--- config.mk ---
export PLATFORM = sky130hd
export DESIGN_NAME = anita3_surf_l1_tx
export DESIGN_NICKNAME = d
export VERILOG_FILES = /design/src/rtl/anita3_surf_l1_tx.sv
export SDC_FILE = /design/constraint.sdc
export NUM_CORES = 1
export LEC_CHECK = 0
export ABC_CLOCK_PERIOD_IN_PS = 3800
export CAP_MARGIN = 20
export CORE_ASPECT_RATIO = 0.6
export CORE_UTILIZATION = 30
export CTS_CLUSTER_DIAMETER = 40
export DETAILED_ROUTE_END_ITERATION = 10
export HOLD_SLACK_MARGIN = 0.03
export PLACE_DENSITY = 0.48
export SYNTH_ARGS = -nofsm -noshare
export SYNTH_HDL_FRONTEND = slang
export SYNTH_SLANG_ARGS = --single-unit
--- constraint.sdc ---
create_clock -name clk250_i -period 3.8 [get_ports clk250_i]
set_input_delay 0.57 -clock clk250_i [delete_from_list [all_inputs] [get_ports clk250_i]]
set_output_delay 0.57 -clock clk250_i [all_outputs]
set_load 0.01 [all_outputs]
--- src/rtl/anita3_surf_l1_tx.sv ---
// anita3_surf_l1_tx: SURF-side L1 trigger pulse shaper with per-bit masking, holdoff and saturating scalers
module anita3_surf_l1_tx #(
    parameter int NUM_TRIG     = 4,
    parameter int WIDTH_BITS   = 4,
    parameter int HOLDOFF_BITS = 6,
    parameter int SCALER_BITS  = 16
) (
    input  logic                            clk250_i,
    input  logic                            rst_n_i,
    input  logic [NUM_TRIG-1:0]             trig_i,
    input  logic [NUM_TRIG-1:0]             mask_i,
    input  logic [WIDTH_BITS-1:0]           width_i,
    input  logic [HOLDOFF_BITS-1:0]         holdoff_i,
    input  logic                            scaler_latch_i,
    output logic [NUM_TRIG-1:0]             L1_o,
    output logic [NUM_TRIG*SCALER_BITS-1:0] scaler_o
);
    localparam int CW = (WIDTH_BITS > HOLDOFF_BITS) ? WIDTH_BITS : HOLDOFF_BITS;
    typedef enum logic [1:0] {IDLE, FIRE, HOLD} state_t;
    state_t                 state_q [NUM_TRIG];
    state_t                 state_d [NUM_TRIG];
    logic [CW-1:0]          cnt_q [NUM_TRIG];
    logic [CW-1:0]          cnt_d [NUM_TRIG];
    logic [SCALER_BITS-1:0] count_q [NUM_TRIG];
    logic [SCALER_BITS-1:0] count_inc [NUM_TRIG];
    logic [NUM_TRIG-1:0]    trig_q, trig_qq, rise, enter;
    logic [CW-1:0]          w_load, h_load;
    assign rise   = trig_q & ~trig_qq;
    assign w_load = (width_i == '0) ? '0 : CW'(width_i) - 1'b1;
    assign h_load = CW'(holdoff_i) - 1'b1;
    always_comb begin
        enter = '0;
        for (int b = 0; b < NUM_TRIG; b++) begin
            state_d[b] = state_q[b];
            cnt_d[b]   = cnt_q[b] - 1'b1;
            case (state_q[b])
                IDLE: begin
                    cnt_d[b] = w_load;
                    if (rise[b] && !mask_i[b]) begin
                        state_d[b] = FIRE;
                        enter[b]   = 1'b1;
                    end
                end
                FIRE: begin
                    if (mask_i[b])
                        state_d[b] = IDLE;
                    else if (cnt_q[b] == '0) begin
                        state_d[b] = (holdoff_i == '0) ? IDLE : HOLD;
                        cnt_d[b]   = h_load;
                    end
                end
                HOLD: state_d[b] = (mask_i[b] || cnt_q[b] == '0) ? IDLE : HOLD;
                default: state_d[b] = IDLE;
            endcase
            count_inc[b] = count_q[b] + SCALER_BITS'(enter[b] & ~&count_q[b]);
        end
    end
    // trig pipeline resets high so a level already asserted at release never looks like a rise
    always_ff @(posedge clk250_i or negedge rst_n_i) begin
        if (!rst_n_i) begin
            trig_q   <= '1;
            trig_qq  <= '1;
            L1_o     <= '0;
            scaler_o <= '0;
            for (int b = 0; b < NUM_TRIG; b++) begin
                state_q[b] <= IDLE;
                cnt_q[b]   <= '0;
                count_q[b] <= '0;
            end
        end else begin
            trig_q  <= trig_i;
            trig_qq <= trig_q;
            for (int b = 0; b < NUM_TRIG; b++) begin
                L1_o[b]    <= (state_q[b] == FIRE) && !mask_i[b];
                state_q[b] <= state_d[b];
                cnt_q[b]   <= cnt_d[b];
                count_q[b] <= scaler_latch_i ? '0 : count_inc[b];
                if (scaler_latch_i)
                    scaler_o[b*SCALER_BITS +: SCALER_BITS] <= count_inc[b];
            end
        end
    end
endmodule

==> reports/results.ini <==
[critical_path]
r2r_cells = 7
crit_cells = 8
worstSetupEndpointType = flop
worst_path_most_repeated_cell = a21oi_1
required_ns = 4.11
cp.arrival_ns = 2.92
regToRegSetupSlack_ns = 1.20
slowest_delay_ns = 0.53
startpoint_type = input pin
path_cells = clkdlybuf4s50_1 -> or4_1 -> a21oi_1 -> ha_1 -> nand4_1 -> nor4_1 -> xnor2_1 -> a21oi_1
path_delay_family = simple AND/OR/NAND/NOR gates
slowest_stage = or4_1
crit_path_max_fanout = 6
path_buf_inv = 1
crit_type = input pin to flop

[cts]
cts.htree.levels = 4
root_buffer = clkbuf_16
cts_tree = built
post_cts_buffers = 0
holdBufCountCts = 0
postCtsResizedCells = 0
cts_sinks = 172
clkTransAtPathRegs_ns = 0.07
clockBufferDepth = 2
insertion_delay_ns = 0.44
cts_inserted_buffers = 17

[die]
die_height_um = 127.4
ioPinCount = 89
die_area_mm2 = 0.02686
num_rows = 45
core_mm2 = 0.02551
die_w_um = 210.9
start_util = 0.3081

[drt]
routed_wirelength_mm = 18.64
dr.first_iter.drc_count = 438
dr_total_vias = 5779
wire_per_inst_um = 15.33
dr.pass1.iters = 5
drc = 0
via_per_inst = 4.752
drtAntennaViolNets = 0

[timing]
setup_violations = 0
skew_ns = 0.007680
slew_headroom = 0.3992
setup-tns-final_ns = 0
tightest_slew_ns = 0.9012
fmax_mhz = 382.9
drv_slew = 0
period_needed_ns = 2.612
rsz0062_at_grt = false
finalCritPeriodShare = 0.6873
hold_viol = 0

[logic_synthesis]
syn_area_per_cell_um2 = 10.22
async_reset_ff_frac = 1.000
synth_largest_area_cell = dfrtp_1
synth_nets = 807
yosys.area.top_type_share = 0.5223
ys_top_cells_by_area = dfrtp_1, nor2_1, a21oi_1, xnor2_1, xor2_1
syn_inst = 769
synth_seq_cells = 172
synth_ff_type = dfrtp_1
ys_seq_area_frac = 0.5490
synth_edf_count = 0
syn_area_mm2 = 0.007858
ys_types = 59
yosys_warnings = 0

[flow_run]
cap_violations = 0

[global_routing]
antenna_found_initial = 0
grt_pass1_vias = 5582
grt_pass1_wl_mm = 30.95
grt_usage = 0.1496
grt-ovfl-total = 0
grt_max_degree = 128

[layout]
stdcell_area_mm2 = 0.009709
nets = 889
n_fill_cell = 2566
syn_to_final_growth_pct = 23.57
antenna_cells = 0
layout-drive-gt1-share = 0.07755

[power]
ir_drop_mv = 0.2638
p_leak_nw = 4.057
powerDensity_mw_per_mm2 = 442.5

[place]
place_area_mm2 = 0.009124
portBuffers = 88
gp_congestion = 0.8312
hpwl_mm = 12.70

[run_status]
status = completed

[worst_hold_path]
hold_class = input pin to asynchronous set/reset pin

-- report_power, final --
| part | internal, W | switching, W | total, W |
|---|---|---|---|
| registers | 0.00193 | 0.0000910 | 0.00202 |
| clock network | 0.000989 | 0.000769 | 0.00176 |
| logic | 0.000247 | 0.000273 | 0.000519 |
-- synth_stat cells, drive strengths merged (4+ instances only) --
library cell and count:
o22ai 8, dfrtp 164, nor3 32, nand2 25, xnor2 41, ha 17, nor2b 8, o2bb2ai 4
a21oi 73, clkbuf 25, nand3 32, o21ai 8, nor4 14, nor3b 9, buf 6, mux2 8
nand4 24, inv 22, and4 4, or3 8, xor2 29, dfstp 8, a31oi 4, and3 9
a22oi 4, a221oi 5, and2 7, o31ai 4, nor2 132
-- state kept, by name, indices dropped and copies added (netlist names) --
signal / count
L1_o: 4
state_q: 8
trig_q: 4
trig_qq: 4
cnt_q: 24
count_q: 64
scaler_o: 64
-- cells in the final DEF, fill, tap and decap left out, types with 3 or more instances in the layout --
| master | count |
|---|---|
| a21oi_1 | 73 |
| a221oi_1 | 5 |
| a22oi_1 | 4 |
| a31oi_1 | 4 |
| and2_1 | 7 |
| and3_1 | 8 |
| and4_1 | 4 |
| buf_4 | 4 |
| clkbuf_16 | 17 |
| clkdlybuf4s50_1 | 86 |
| clkinvlp_4 | 5 |
| dfrtp_1 | 164 |
| dfstp_2 | 8 |
| ha_1 | 17 |
| inv_1 | 22 |
| mux2_2 | 8 |
| nand2_1 | 25 |
| nand3_1 | 31 |
| nand4_1 | 20 |
| nand4_2 | 3 |
| nor2_1 | 132 |
| nor2b_1 | 8 |
| nor3_1 | 32 |
| nor3b_1 | 6 |
| nor3b_2 | 3 |
| nor4_1 | 14 |
| o21ai_0 | 8 |
| o22ai_1 | 8 |
| o2bb2ai_1 | 4 |
| o31a_1 | 3 |
| o31ai_1 | 4 |
| o32ai_1 | 3 |
| or3_1 | 8 |
| or4_1 | 3 |
| xnor2_1 | 41 |
| xor2_1 | 29 |
-- cells by family (layout without fill, tap and decap cells) --
kind of cell             after synthesis  count (layout)  share of synthesized area
AO/OA/AOI/OAI                        130             130                     0.1008
XOR/XNOR                              70              70                    0.07802
adder cells (fa/ha/maj)               17              17                    0.02707
buffers and inverters                 53             148                    0.02675
flip-flops                           172             172                     0.5490
multiplexers                           8               8                    0.01147
AND/OR/NAND/NOR                      319             319                     0.2068
-- routing by layer --
metal / GRT usage / wire length [µm] / up-vias
met2: 0.1901 / 7305 / 103
li1: - / - / 2887
met5: 0 / 0 / -
met3: 0.04449 / 928 / 8
met4: 0.03623 / 110 / 0
met1: 0.2386 / 10300 / 2781
-- per-stage QoR --
step | setup slack (ns) | std cells | util | total power (W) | hold slack (ns)
CTS | 1.154 | 1216 | 0.3807 | 0.004366 | 0.2138
detailed placement | 0.6888 | 1184 | 0.3577 | 0.002576 | 0.3592
global placement | 0.7579 | 1184 | 0.3577 | 0.002579 | 0.3564
floorplan | 1.514 | 769 | - | 0.002317 | 0.2744
finish | 1.188 | 1216 | 0.3807 | 0.004296 | 0.1661
global route | 0.9752 | 1216 | 0.3807 | 0.004511 | 0.2441
-- final cells by class --
cell class | count | area [µm²] | area share
Inverter | 22 | 82.58 | 0.008505
Sequential cell | 172 | 4314 | 0.4443
Clock buffer | 19 | 442.9 | 0.04562
Clock inverter | 13 | 142.6 | 0.01469
Timing Repair Buffer | 94 | 953.4 | 0.09820
Tap cell | 352 | 440.4 | 0.04536
Multi-Input combinational cell | 544 | 3333 | 0.3433
-- worst reg2reg max path, delay by kind of cell, from the launching register on --
family	cells	cell delay, ns
AOI/OAI and AO/OA	2	0.28
and+or+nand+nor	3	1.25
adders and majority gates	1	0.22
DFF	1	0.53
xor gates and xnor gates	1	0.20
-- path summary, 6_finish.rpt --
path / from / endpoint
worst max-delay path: mask_i[3] / scaler_o[63]
worst min-delay path: rst_n_i / state_q[1]
worst max register to register: state_q[0] / scaler_o[63]
worst min register to register: trig_q[3] / trig_qq[3]
max in group asynchronous: rst_n_i / trig_qq[0]
min in group clk250_i: trig_q[3] / trig_qq[3]
Note: power is estimated with default switching activity, not from simulation.
